===== src/rtl/johnson_pkg.sv =====
// Shared types and sizing helpers for the Johnson-code decoder.
package johnson_pkg;

  // Lock tracker states.
  typedef enum logic {
    UNLOCKED = 1'b0,
    LOCKED   = 1'b1
  } state_e;

  // Width of the saturating error counter.
  localparam int ERRCNT_W = 8;

  // Number of distinct states in a Johnson ring of the given word width.
  function automatic int ring_len(input int width);
    return 2 * width;
  endfunction

  // Bits needed to hold a phase index 0..ring_len-1.
  function automatic int idx_w(input int width);
    return $clog2(2 * width);
  endfunction

endpackage


===== src/rtl/johnson_decoder_code_check.sv =====
// Combinational legality check and phase-index decode of one Johnson word.
module johnson_code_check
  import johnson_pkg::*;
#(
  parameter  int WIDTH = 4,
  localparam int IDXW  = idx_w(WIDTH)
) (
  input  logic [WIDTH-1:0] code_in,
  output logic             legal,
  output logic [IDXW-1:0]  idx
);

  // Legal words have at most one boundary between a run of ones and a run of zeros;
  // the index is the number of ones, mirrored once the MSB has filled.
  always_comb begin
    int edges;
    int ones;
    edges = 0;
    ones  = 0;
    for (int i = 0; i < WIDTH - 1; i++) begin
      if (code_in[i] != code_in[i+1]) edges++;
    end
    for (int i = 0; i < WIDTH; i++) begin
      if (code_in[i]) ones++;
    end
    legal = (edges <= 1);
    if (code_in[WIDTH-1]) idx = IDXW'(ring_len(WIDTH) - ones);
    else                  idx = IDXW'(ones);
  end

endmodule


===== src/rtl/johnson_decoder.sv =====
// Johnson-code receiver: decodes phase index, flags illegal words and
// tracks lock to the ring sequence with a saturating error counter.
module johnson_decoder
  import johnson_pkg::*;
#(
  parameter  int WIDTH      = 4,
  parameter  int LOCK_COUNT = 3,
  parameter  bit ALLOW_HOLD = 1'b1,
  localparam int IDXW       = idx_w(WIDTH)
) (
  input  logic                clk,
  input  logic                reset,
  input  logic [WIDTH-1:0]    code_in,
  input  logic                code_valid,
  input  logic                clear_err,
  output logic [IDXW-1:0]     count_out,
  output logic                count_valid,
  output logic                code_err,
  output logic                seq_err,
  output logic                locked,
  output logic [ERRCNT_W-1:0] err_cnt
);

  localparam logic [IDXW-1:0]     LAST_IDX = IDXW'(ring_len(WIDTH) - 1);
  localparam logic [3:0]          LOCK_TGT = 4'(LOCK_COUNT);
  localparam logic [ERRCNT_W-1:0] ERR_MAX  = '1;

  logic                legal;
  logic [IDXW-1:0]     idx;

  state_e              state_q, state_d;
  logic [3:0]          lock_cnt_q, lock_cnt_d;
  logic [IDXW-1:0]     prev_idx_q, prev_idx_d;
  logic                prev_ok_q, prev_ok_d;
  logic [IDXW-1:0]     count_out_q, count_out_d;
  logic                count_valid_q, count_valid_d;
  logic                code_err_q, code_err_d;
  logic                seq_err_q, seq_err_d;
  logic [ERRCNT_W-1:0] err_cnt_q, err_cnt_d;

  logic [IDXW-1:0]     succ_idx;
  logic                in_seq;
  logic [4:0]          lock_inc;

  johnson_code_check #(.WIDTH(WIDTH)) u_check (
    .code_in (code_in),
    .legal   (legal),
    .idx     (idx)
  );

  // Successor test against the last accepted index, including ring wrap and optional hold.
  always_comb begin
    succ_idx = (prev_idx_q == LAST_IDX) ? '0 : prev_idx_q + 1'b1;
    in_seq   = prev_ok_q && ((idx == succ_idx) || (ALLOW_HOLD && (idx == prev_idx_q)));
    lock_inc = {1'b0, lock_cnt_q} + 5'd1;
  end

  // Next-state for the lock tracker, decoded outputs and error counter.
  always_comb begin
    state_d       = state_q;
    lock_cnt_d    = lock_cnt_q;
    prev_idx_d    = prev_idx_q;
    prev_ok_d     = prev_ok_q;
    count_out_d   = count_out_q;
    count_valid_d = 1'b0;
    code_err_d    = 1'b0;
    seq_err_d     = 1'b0;

    if (code_valid) begin
      if (!legal) begin
        code_err_d = 1'b1;
        lock_cnt_d = '0;
        prev_ok_d  = 1'b0;
        state_d    = UNLOCKED;
      end else begin
        count_valid_d = 1'b1;
        count_out_d   = idx;
        prev_idx_d    = idx;
        prev_ok_d     = 1'b1;
        case (state_q)
          UNLOCKED: begin
            if (in_seq) begin
              lock_cnt_d = lock_inc[3:0];
              if (lock_inc >= {1'b0, LOCK_TGT}) state_d = LOCKED;
            end else begin
              // Fresh seed: a single code already satisfies a lock count of one.
              lock_cnt_d = 4'd1;
              if (LOCK_TGT <= 4'd1) state_d = LOCKED;
            end
          end
          LOCKED: begin
            if (!in_seq) begin
              seq_err_d  = 1'b1;
              lock_cnt_d = 4'd1;
              state_d    = UNLOCKED;
            end
          end
          default: state_d = UNLOCKED;
        endcase
      end
    end

    // Clear wins over a coincident error event.
    err_cnt_d = err_cnt_q;
    if (clear_err)                                            err_cnt_d = '0;
    else if ((code_err_d || seq_err_d) && err_cnt_q != ERR_MAX) err_cnt_d = err_cnt_q + 1'b1;
  end

  // State and output registers with synchronous active-low reset.
  always_ff @(posedge clk) begin
    if (!reset) begin
      state_q       <= UNLOCKED;
      lock_cnt_q    <= '0;
      prev_idx_q    <= '0;
      prev_ok_q     <= 1'b0;
      count_out_q   <= '0;
      count_valid_q <= 1'b0;
      code_err_q    <= 1'b0;
      seq_err_q     <= 1'b0;
      err_cnt_q     <= '0;
    end else begin
      state_q       <= state_d;
      lock_cnt_q    <= lock_cnt_d;
      prev_idx_q    <= prev_idx_d;
      prev_ok_q     <= prev_ok_d;
      count_out_q   <= count_out_d;
      count_valid_q <= count_valid_d;
      code_err_q    <= code_err_d;
      seq_err_q     <= seq_err_d;
      err_cnt_q     <= err_cnt_d;
    end
  end

  assign count_out   = count_out_q;
  assign count_valid = count_valid_q;
  assign code_err    = code_err_q;
  assign seq_err     = seq_err_q;
  assign locked      = (state_q == LOCKED);
  assign err_cnt     = err_cnt_q;

endmodule


===== config.mk =====
export PLATFORM = sky130hd
export DESIGN_NAME = johnson_decoder
export DESIGN_NICKNAME = d
export VERILOG_FILES = /design/src/rtl/johnson_pkg.sv /design/src/rtl/johnson_decoder_code_check.sv /design/src/rtl/johnson_decoder.sv
export SDC_FILE = /design/constraint.sdc
export NUM_CORES = 1
export LEC_CHECK = 0
export CAP_MARGIN = 20
export CORE_MARGIN = 2
export CORE_UTILIZATION = 28
export CTS_CLUSTER_SIZE = 16
export DETAILED_ROUTE_END_ITERATION = 12
export GPL_ROUTABILITY_DRIVEN = 0
export PLACE_DENSITY = 0.57
export SLEW_MARGIN = 25
export SYNTH_ARGS = -nofsm -noshare
export SYNTH_HDL_FRONTEND = slang
export SYNTH_HIERARCHICAL = 1
export SYNTH_SLANG_ARGS = --single-unit

===== constraint.sdc =====
create_clock -name clk -period 3.4 [get_ports clk]
set_clock_uncertainty 0.2 [all_clocks]
set_input_delay 0.68 -clock clk [delete_from_list [all_inputs] [get_ports clk]]
set_output_delay 0.68 -clock clk [all_outputs]
set_load 0.005 [all_outputs]

==> Yosys cells after proc, flatten, opt, wreduce, memory -nomap -nowiden <==
Cells that the tools add are included.
{ "word_totals": {"ff_bits": 20, "in_bits": 8, "output_inout_bits": 15, "wordCells": 62} }
{ "classes": {"addsub": 9, "n_lt_le_gt_ge": 2, "n_eq_ne": 8, "mux": 25, "n_bitwise": 2, "n_reduce_logical": 8} }
{ "ops": {"columns": ["operator", "count"], "rows": [
  ["$mux W32", 2],
  ["$add A32 B2 Y32 const B", 1],
  ["$le A32 B2 Y1 const B", 1],
  ["$mux W1", 13],
  ["$mux W3", 4],
  ["$mux W4", 3],
  ["$add A8 B1 Y8 const B", 1],
  ["$ne A8 B8 Y1 const B", 1],
  ["$pmux W4 S2", 1],
  ["$eq A3 B3 Y1", 2],
  ["$reduce_and A2 Y1", 3],
  ["$add A4 B1 Y5 const B", 1],
  ["$ge A5 B2 Y1 const B", 1],
  ["$add A1 B1 Y2 const B", 2],
  ["$add A2 B1 Y3 const B", 1],
  ["$add A3 B1 Y3 const B", 1],
  ["$add A3 B2 Y3 const B", 1],
  ["$eq A3 B3 Y1 const B", 1],
  ["$ne A1 B1 Y1", 3],
  ["$ne A3 B3 Y1 const B", 1],
  ["$sub A1 B3 Y3 const A", 1],
  ["$logic_and A1 B1 Y1", 2],
  ["$logic_or A1 B1 Y1", 2],
  ["$mux W2", 1],
  ["3 further kinds", 4]
]} }

==> Depth between registers and ports, before layout <==
Gate-level depths: netlist (run 1).
{ "depth": {"word_depth": 18, "ltp_mapped": 14, "mapped_depth_nobuf": 14} }

==> Modules after synthesis <==
Netlist (run 1), hierarchy kept.
{ "by_module_without_submodules": {"columns": ["mod", "n_inst", "cells_per_inst", "area_each_um2", "seq_area_each_um2"], "rows": [
  ["johnson_decoder", 1, 133, 1174.9, 400.4],
  ["johnson_code_check", 1, 23, 180.2, 0.0]
]} }

==> Worst setup path after synthesis (run 1) <==
No wires, ideal clock.
{ "synth_path": {"path_type": "in2reg", "start": "in code_in[0]", "end": "reg lock_cnt_q[2]", "setup_time_ns": 0.074, "t_arrival_ns": 3.351, "required_ns": 3.126, "slack_ns": -0.225, "stages": 14, "path_buffers": 0, "cell_sequence": "inv_1 > ha_1 > xor2_2 > xnor2_1 > inv_1 > ha_1 > xnor2_1 > nand2_1 > xor2_1 > xnor2_1 > nand4_4 > a2111oi_4 > nand3b_1 > a31oi_1"} }
{ "synth_via": {"elab_chain_cells": 15, "elab_cells_between_ends": 25, "classes_between": "add/sub (6); order compare (1); eq/ne (4); mux (11); reduce/logical (3)"} }
{ "synth_rtl": {"columns": ["element", "line", "source"], "rows": [
  ["start: declaration", "johnson_decoder.sv:13", "input logic [WIDTH-1:0] code_in,"],
  ["$mux W1 *", "johnson_decoder_code_check.sv:24", "if (code_in[i]) ones++;"],
  ["$add A1 B1 Y2", "johnson_decoder_code_check.sv:24", null],
  ["$mux W2 *", "johnson_decoder_code_check.sv:24", null],
  ["$add A2 B1 Y3", "johnson_decoder_code_check.sv:24", null],
  ["$mux W3 *", "johnson_decoder_code_check.sv:24", null],
  ["$add A3 B2 Y3", "johnson_decoder_code_check.sv:24", null],
  ["$mux W3 *", "johnson_decoder_code_check.sv:24", null],
  ["$sub A1 B3 Y3", "johnson_decoder_code_check.sv:27", "if (code_in[WIDTH-1]) idx = IDXW'(ring_len(WIDTH) - ones);"],
  ["$mux W3 *", "johnson_decoder_code_check.sv:27", null],
  ["net idx[0]", "johnson_decoder.sv:29", "logic [IDXW-1:0] idx;"],
  ["$eq A3 B3 Y1", "johnson_decoder.sv:54", "in_seq = prev_ok_q && ((idx == succ_idx) || (ALLOW_HOLD && (idx == prev_idx_q)));"],
  ["$logic_or A1 B1 Y1 *", "johnson_decoder.sv:54", null],
  ["$logic_and A1 B1 Y1 *", "johnson_decoder.sv:54", null],
  ["$mux W4", "johnson_decoder.sv:82", "if (in_seq) begin"],
  ["$pmux W4 S2", "johnson_decoder.sv:80", "case (state_q)"],
  ["$mux W4", "johnson_decoder.sv:70", "if (!legal) begin"],
  ["end signal: assignment", "johnson_decoder.sv:123", "lock_cnt_q <= lock_cnt_d;"],
  ["end: declaration", "johnson_decoder.sv:32", "logic [3:0] lock_cnt_q, lock_cnt_d;"]
]} }
Mark *: on every way through the listed nets, which the timed path passes. The rest lies on a longest branch.
A chain may end at the register's enable or synchronous reset.

==> Final worst setup path (run 1) <==
{ "layout_path": {"start": "in code_in[1]", "end": "reg err_cnt_q[4] (netlist: err_cnt[4])"} }
{ "layout_via": {"elab_chain_cells": 16, "elab_cells_between_ends": 27, "classes_between": "add/sub (5); order compare (1); eq/ne (4); mux (13); reduce/logical (4)"} }
{ "layout_rtl": {"columns": ["element", "line", "source"], "rows": [
  ["$mux W2 *", "johnson_decoder_code_check.sv:24", null],
  ["$add A2 B1 Y3", "johnson_decoder_code_check.sv:24", null],
  ["$mux W3 *", "johnson_decoder_code_check.sv:24", null],
  ["$add A3 B2 Y3", "johnson_decoder_code_check.sv:24", null],
  ["$mux W3 *", "johnson_decoder_code_check.sv:24", null],
  ["$sub A1 B3 Y3", "johnson_decoder_code_check.sv:27", null],
  ["$mux W3 *", "johnson_decoder_code_check.sv:27", null],
  ["net idx[2]", "johnson_decoder.sv:29", null],
  ["$eq A3 B3 Y1", "johnson_decoder.sv:54", null],
  ["$logic_or A1 B1 Y1 *", "johnson_decoder.sv:54", null],
  ["$logic_and A1 B1 Y1 *", "johnson_decoder.sv:54", null],
  ["$mux W1 *", "johnson_decoder.sv:92", "if (!in_seq) begin"],
  ["$mux W1 *", "johnson_decoder.sv:80", null],
  ["$mux W1 *", "johnson_decoder.sv:70", null],
  ["$mux W1 *", "johnson_decoder.sv:69", "if (code_valid) begin"],
  ["$logic_or A1 B1 Y1 *", "johnson_decoder.sv:106", "else if ((code_err_d || seq_err_d) && err_cnt_q != ERR_MAX) err_cnt_d = err_cnt_q + 1'b1;"],
  ["$logic_and A1 B1 Y1 *", "johnson_decoder.sv:106", null],
  ["end signal: assignment", "johnson_decoder.sv:130", "err_cnt_q <= err_cnt_d;"],
  ["end: declaration", "johnson_decoder.sv:39", "logic [ERRCNT_W-1:0] err_cnt_q, err_cnt_d;"]
]} }
Marks and branches as above.

==> results.py, run 1 <==
metrics = {
    "outcome": {
        "status": "finished with violations",
        "failed_checks": "negative setup slack",
    },
    "setup_path": {
        "timing.critical_path.to_type": "flip-flop",
        "worstRegToRegCells": 8,
        "reg2reg_setup_slack_ns": 1.02,
        "timing.critical_path.from_type": "input pin",
        "critical_path_peak_fanout": 5,
        "timing.critical_path.slowest_cell_delay_ns": 0.51,
        "cpMaxStageDelayCell": "sky130_fd_sc_hd__or4_1",
        "r2r-end": "err_cnt[4]",
        "critical_path.reg2reg.startpoint": "count_out[0]",
        "worst_path_dominant_cell_family": "simple AND/OR/NAND/NOR gates",
        "crit_type": "in2reg",
        "critical_path.endpoint": "err_cnt[4]",
        "critical_path_depth": 17,
        "cp_data_arrival_time_ns": 3.48,
        "path_cells": "buf_12 > inv_12 > ha_4 > xor2_4 > ha_1 > mux2i_1 > ha_2 > xnor2_1 > nand2_1 > xor2_2 > buf_4 > xnor2_4 > nand4_4 > buf_6 > a31oi_4 > or4_1 > a21oi_1",
        "cp.required_ns": 3.39,
        "crit_path_start": "code_in[1]",
        "cp_num_buf_inv": 4,
    },
    "logic_synthesis": {
        "post_synth_num_cell_types": 46,
        "synth-async-reset-ratio_pct": 0,
        "ys_seq_elements": 20,
        "synth_edf_count": 0,
        "synth-compound-area-share_pct": 21.2,
        "ys.warnings.count": 6,
        "number_of_nets_in_the_synthesized_netlist": 173,
        "yosys.area_share.adder_pct": 9.05,
        "syn_area_mm2": 0.00136,
        "synthSimpleGateAreaFrac_pct": 25.7,
        "synth_top_family_by_area": "simple AND/OR/NAND/NOR gates",
        "seq_area_frac_synth_pct": 29.5,
        "synthFlopType": "sky130_fd_sc_hd__dfxtp_1",
        "post_synth_xor_xnor_area_pct": 6.37,
        "yosys-mux-area-fraction_pct": 3.05,
        "synthesized_area_divided_by_synthesized_cell_count_um2": 8.69,
        "netlist_instances": 156,
    },
    "timing": {
        "slew_headroom_pct": 60.3,
        "timing_hold_violations_final": 0,
        "fin_ws_ns": -0.0835,
        "timing.final.crit_share_pct": 102,
        "fin_crit_ns": 3.48,
        "finalMaxSlewViolations": 0,
        "final-setup-viol-count": 6,
        "fmaxAchievable_mhz": 287,
        "rsz0062_at_grt": "yes",
        "worst-slew-pin-transition_ns": 0.587,
        "whs_ns": 0.313,
    },
    "pwr": {
        "design_power_total_uw": 755,
        "cellPowerDensity_mw_per_mm2": 371,
        "leakage_nw": 0.801,
        "peak_supply_drop_v": 0.000165,
    },
    "flow_run": {
        "max_cap_violation_count": 0,
    },
    "global_route": {
        "grt_first_pass_wirelength_mm": 5.30,
        "gr_util_all_layers_pct": 12.0,
        "grt_pass1_vias": 1198,
        "number_of_antenna_violations_at_the_first_check_in_global_routing": 0,
        "overflow": 0,
        "grt_start_max_net_pins": 13,
    },
    "route": {
        "avgViaCountPerCell": 5.04,
        "drt_drc_violations_left": 0,
        "post_route_wl_mm": 3.14,
        "dr_total_vias": 1315,
        "iter_0_drt_violations": 110,
        "firstDrtPassIters": 4,
        "drt-wirelength-per-cell_um": 12.0,
        "final_antenna_net_count": 0,
    },
    "cts": {
        "cts_hold_buffers": 0,
        "total_clock_buffers_created_by_cts": 3,
        "ctsLongestPathBuffers": 2,
        "clk-insertion-delay-late_ns": 0.26,
        "worst_setup_hold_path_clk_slew_ns": 0.08,
        "number_of_sinks_driven_by_the_clock_tree": 20,
        "cts_max_level": 1,
        "cts_root_buffer": "sky130_fd_sc_hd__clkbuf_8",
        "tritoncts_clock_tree": "built",
    },
    "placed_design": {
        "placedCellCount": 247,
        "placement.setup.worst_slack_ns": -0.854,
        "number_of_port_buffers": 22,
        "detailedPlacementHpwl_mm": 2.40,
    },
    "final_layout": {
        "finish.cell_count_without_fillers": 261,
        "n_antenna_cell": 0,
        "final_nets": 225,
        "drive_gt1_share_pct": 28.5,
        "mostFrequentLayoutCell": "sky130_fd_sc_hd__buf_4",
        "most-common-layout-cells": "sky130_fd_sc_hd__buf_4 (26), sky130_fd_sc_hd__dfxtp_1 (20), sky130_fd_sc_hd__nand2_1 (19), sky130_fd_sc_hd__clkdlybuf4s50_1 (19), sky130_fd_sc_hd__nand3_1 (11)",
        "layout-area-overhead-vs-synth_pct": 50.3,
    },
    "min_path": {
        "hp-class": "reg2reg",
    },
    "die": {
        "dieArea_mm2": 0.00541,
        "start_util_pct": 28.9,
        "core.rowCount": 25,
        "die_height_um": 73.6,
        "die_w_um": 73.6,
        "core_area_mm2": 0.00469,
        "io-pin-count": 23,
    },
}
[synthesized netlist by cell type, types with 2 or more instances]
library cell,n,area (um^2)
sky130_fd_sc_hd__ha_1,9,113
sky130_fd_sc_hd__nand2_1,19,71.3
sky130_fd_sc_hd__o31ai_1,3,22.5
sky130_fd_sc_hd__o21ai_0,3,15.0
sky130_fd_sc_hd__nand2b_1,3,18.8
sky130_fd_sc_hd__a41o_1,2,20.0
sky130_fd_sc_hd__inv_1,11,41.3
sky130_fd_sc_hd__o221ai_1,2,17.5
sky130_fd_sc_hd__a21boi_0,3,22.5
sky130_fd_sc_hd__or4_1,2,15.0
sky130_fd_sc_hd__mux2i_1,3,30.0
sky130_fd_sc_hd__buf_6,2,22.5
sky130_fd_sc_hd__xnor2_1,7,61.3
sky130_fd_sc_hd__nand3_1,11,55.1
sky130_fd_sc_hd__and3_1,4,25.0
sky130_fd_sc_hd__nor2_1,8,30.0
sky130_fd_sc_hd__a21o_2,2,17.5
sky130_fd_sc_hd__nor4_1,2,12.5
sky130_fd_sc_hd__nand3b_1,2,15.0
sky130_fd_sc_hd__dfxtp_1,20,400
sky130_fd_sc_hd__nor3_1,2,10.0
sky130_fd_sc_hd__a31oi_1,3,18.8
sky130_fd_sc_hd__a21oi_1,10,50.1
[worst min-delay path by stage]
stage	start	to	slack [ns]	cells past startpoint
2_1_floorplan	prev_ok_q	prev_ok_q	0.27	2
3_3_place_gp	prev_ok_q	prev_ok_q	0.29	2
3_5_place_dp	prev_ok_q	prev_ok_q	0.31	2
4_1_cts	prev_ok_q	prev_ok_q	0.32	2
5_1_grt	prev_ok_q	prev_ok_q	0.35	2
6_report	prev_ok_q	prev_ok_q	0.31	2
[metrics by stage]
step                      setup TNS, ns  instance area, um^2  util, %
after floorplan                 -0.0788                 1440        -
after global placement            -9.68                 1850     39.4
after detailed placement         -10.03                 1850     39.4
after CTS                        -0.218                 1970     41.9
after global routing              -1.20                 2040     43.4
final                            -0.209                 2040     43.4
[metal layers]
layer | up-vias | global-route usage (%) | wire (um)
met5 | - | 0 | 0
met4 | 0 | 2.42 | 28
met3 | 2 | 1.37 | 73
met2 | 15 | 21.2 | 1570
met1 | 626 | 15.6 | 1460
li1 | 672 | - | -
[area by class of cell]
class,instances,area (um^2)
fill,461,2660
sequential,20,400
tap,54,67.6
clock buffer,4,55.1
timing repair buffer,50,449
multi-input combinational,122,1010
inverter,11,56.3
[flip-flops by register name, summed over array words and instances, names as in the netlist]
name,count
err_cnt,8
locked,1
code_err,1
count_valid,1
count_out,3
lock_cnt_q,4
prev_ok_q,1
seq_err,1
[repair_timing]
action / in CTS / in global routing
resized for setup: 14 / 10
setup endpoints to repair: 14 / 13
setup buffers: 5 / 6
pin swaps: 14 / 18
[report_power, final]
part / leakage (nW) / internal (mW) / switching [mW]
logic: 0.609 / 0.174 / 0.142
clock network: 0.0288 / 0.103 / 0.0837
registers: 0.162 / 0.242 / 0.0104
[cells by family after synthesis]
kind of cell / after synthesis
AOI/OAI and AO/OA: 37
xor gates and xnor gates: 9
adders and majority gates: 10
buffers and inverters: 14
DFF: 20
muxes: 4
and+or+nand+nor: 62
[worst min-delay path: stages, from the launching register on]
cell                       delay, ns
sky130_fd_sc_hd__dfxtp_1        0.34
sky130_fd_sc_hd__nand2_1        0.06
sky130_fd_sc_hd__a21boi_0       0.06
(Power assumes the default switching activity.)
==> inputs of run 2 (changes only) <==
--- a/config.mk
+++ b/config.mk
@@ -12,5 +12,5 @@
 export DETAILED_ROUTE_END_ITERATION = 12
 export GPL_ROUTABILITY_DRIVEN = 0
-export PLACE_DENSITY = 0.57
+export PLACE_DENSITY = 0.56
 export SLEW_MARGIN = 25
 export SYNTH_ARGS = -nofsm -noshare
==> constraint.sdc (replaced) <==
create_clock -name clk -period 4.5 [get_ports clk]
set_clock_uncertainty 0.2 [all_clocks]
set_input_delay 0.9 -clock clk [delete_from_list [all_inputs] [get_ports clk]]
set_output_delay 0.9 -clock clk [all_outputs]
set_load 0.01 [all_outputs]
==> results.py, run 2 (synthesis gave the netlist of run 1 again) <==
metrics = {
    "final_layout": {
        "n_antenna_cell": 0,
        "drive_gt1_share_pct": 11.4,
        "final_nets": 202,
        "most-common-layout-cells": "sky130_fd_sc_hd__clkdlybuf4s50_1 (22), sky130_fd_sc_hd__dfxtp_1 (20), sky130_fd_sc_hd__nand2_1 (19), sky130_fd_sc_hd__inv_1 (11), sky130_fd_sc_hd__nand3_1 (11)",
        "mostFrequentLayoutCell": "sky130_fd_sc_hd__clkdlybuf4s50_1",
        "layout-area-overhead-vs-synth_pct": 27.2,
        "largest_reg_flops": 8,
        "finish.cell_count_without_fillers": 238,
        "finish.utilization_pct": 36.7,
    },
    "setup_path": {
        "cp_num_buf_inv": 2,
        "crit_type": "in2reg",
        "timing.critical_path.to_type": "flip-flop",
        "cp_data_arrival_time_ns": 4.23,
        "timing.critical_path.slowest_cell_delay_ns": 0.50,
        "critical_path.reg2reg.startpoint": "count_out[0]",
        "critical_path_peak_fanout": 5,
        "cp.required_ns": 4.49,
        "crit_path_start": "code_in[1]",
        "path_cells": "clkdlybuf4s50_1 > inv_1 > ha_1 > xor2_2 > ha_1 > mux2i_1 > ha_1 > xnor2_1 > nand2_1 > xor2_1 > xnor2_1 > nand4_4 > a2111oi_4 > nand3b_1 > a31oi_1",
        "cpMaxStageDelayCell": "sky130_fd_sc_hd__a2111oi_4",
        "critical-path-top-cell-by-count": "sky130_fd_sc_hd__ha_1",
        "worst_path_dominant_cell_family": "XOR/XNOR gates",
        "timing.critical_path.from_type": "input pin",
    },
    "global_route": {
        "grt_pass1_vias": 1174,
        "gr_util_all_layers_pct": 11.8,
        "grt_first_pass_wirelength_mm": 5.07,
        "grt_start_max_net_pins": 13,
        "number_of_antenna_violations_at_the_first_check_in_global_routing": 0,
        "overflow": 0,
    },
    "cts": {
        "cts_root_buffer": "sky130_fd_sc_hd__clkbuf_8",
        "total_clock_buffers_created_by_cts": 3,
        "cts-resized-gates": 0,
        "clk-insertion-delay-late_ns": 0.26,
        "post_cts_setup_inserts": 0,
        "ctsLongestPathBuffers": 2,
        "cts_hold_buffers": 0,
        "worst_setup_hold_path_clk_slew_ns": 0.08,
        "tritoncts_clock_tree": "built",
        "cts_max_level": 1,
        "number_of_sinks_driven_by_the_clock_tree": 20,
    },
    "placed_design": {
        "placement.setup.worst_slack_ns": -0.0292,
        "number_of_port_buffers": 22,
        "detailedPlacementHpwl_mm": 2.25,
        "placedCellCount": 234,
    },
    "timing": {
        "rsz0062_at_grt": "no",
        "fin_crit_ns": 4.25,
        "whs_ns": 0.310,
        "timing_hold_violations_final": 0,
        "timing.final.crit_share_pct": 94.4,
        "slew_headroom_pct": 62.4,
        "finalMaxSlewViolations": 0,
        "worst-slew-pin-transition_ns": 0.557,
        "setup_tns_ns": 0,
        "fmaxAchievable_mhz": 236,
        "final-setup-viol-count": 0,
        "fin_ws_ns": 0.254,
    },
    "route": {
        "drt-wirelength-per-cell_um": 12.1,
        "final_antenna_net_count": 0,
        "drt_drc_violations_left": 0,
        "post_route_wl_mm": 2.88,
        "iter_0_drt_violations": 42,
        "dr_total_vias": 1187,
        "avgViaCountPerCell": 4.99,
        "firstDrtPassIters": 4,
    },
    "pwr": {
        "peak_supply_drop_v": 0.000108,
        "cellPowerDensity_mw_per_mm2": 304,
        "leakage_nw": 0.652,
    },
    "die": {
        "die_w_um": 73.6,
        "die_height_um": 73.6,
        "io-pin-count": 23,
        "core.rowCount": 25,
        "dieArea_mm2": 0.00541,
        "start_util_pct": 28.9,
        "core_area_mm2": 0.00469,
    },
    "flow_run": {
        "max_cap_violation_count": 0,
    },
    "min_path": {
        "hp-class": "reg2reg",
        "start_point_of_the_worst_min_delay_path": "err_cnt[5]",
    },
    "outcome": {
        "status": "finished, final reports clean",
    },
}
[run 2: cell count changes in the layout (fill, tap and decap cells not counted), sizes merged]
cell / delta
clkdlybuf4s50: +3
bufinv: +1
buf: -25
clkbuf: -1
clkdlybuf4s15: -1
[run 2: report_power, final]
part,switching [mW],leakage [nW],internal (mW)
combinational,0.0855,0.455,0.0673
sequential,0.00687,0.162,0.183
clock,0.0635,0.0357,0.119
[run 2: final timing paths]
check | slack (ns) | endpoint | cells past startpoint
worst min-delay path | 0.31 | err_cnt[5] | 2
worst max-delay path | 0.25 | lock_cnt_q[2] | 15
worst min register to register | 0.31 | err_cnt[5] | 2
worst max register to register | 2.12 | lock_cnt_q[2] | 7
[run 2: worst register-to-register path: stages, from the launching register on]
cell and delay [ns]:
sky130_fd_sc_hd__dfxtp_1 0.37, sky130_fd_sc_hd__ha_1 0.22, sky130_fd_sc_hd__ha_1 0.29, sky130_fd_sc_hd__xnor2_1 0.23
sky130_fd_sc_hd__nand4_4 0.18, sky130_fd_sc_hd__a2111oi_4 0.50, sky130_fd_sc_hd__nand3b_1 0.14, sky130_fd_sc_hd__a31oi_1 0.18
[run 2: final cells by class]
| class | count | area (um^2) |
|---|---|---|
| clock inverter | 1 | 30.0 |
| tap | 54 | 67.6 |
| inverter | 11 | 41.3 |
| multi-input combinational | 122 | 886 |
| fill | 492 | 2970 |
| sequential | 20 | 400 |
| clock buffer | 3 | 41.3 |
| timing repair buffer | 27 | 258 |
[run 2: metal layers]
metal  GRT usage, %  share of wire [%]  vias to the layer above
met5              0                  0                        -
met4           3.03                1.2                        0
met3           3.02                2.6                        4
met2           19.8                 47                       13
met1           14.9                 49                      541
li1               -                  -                      629
[run 2: through the flow]
step,total power [mW],instance area (um^2)
2_1_floorplan,0.307,1360
3_3_place_gp,0.347,1650
3_5_place_dp,0.348,1650
4_1_cts,0.534,1720
5_1_grt,0.558,1720
6_report,0.525,1720
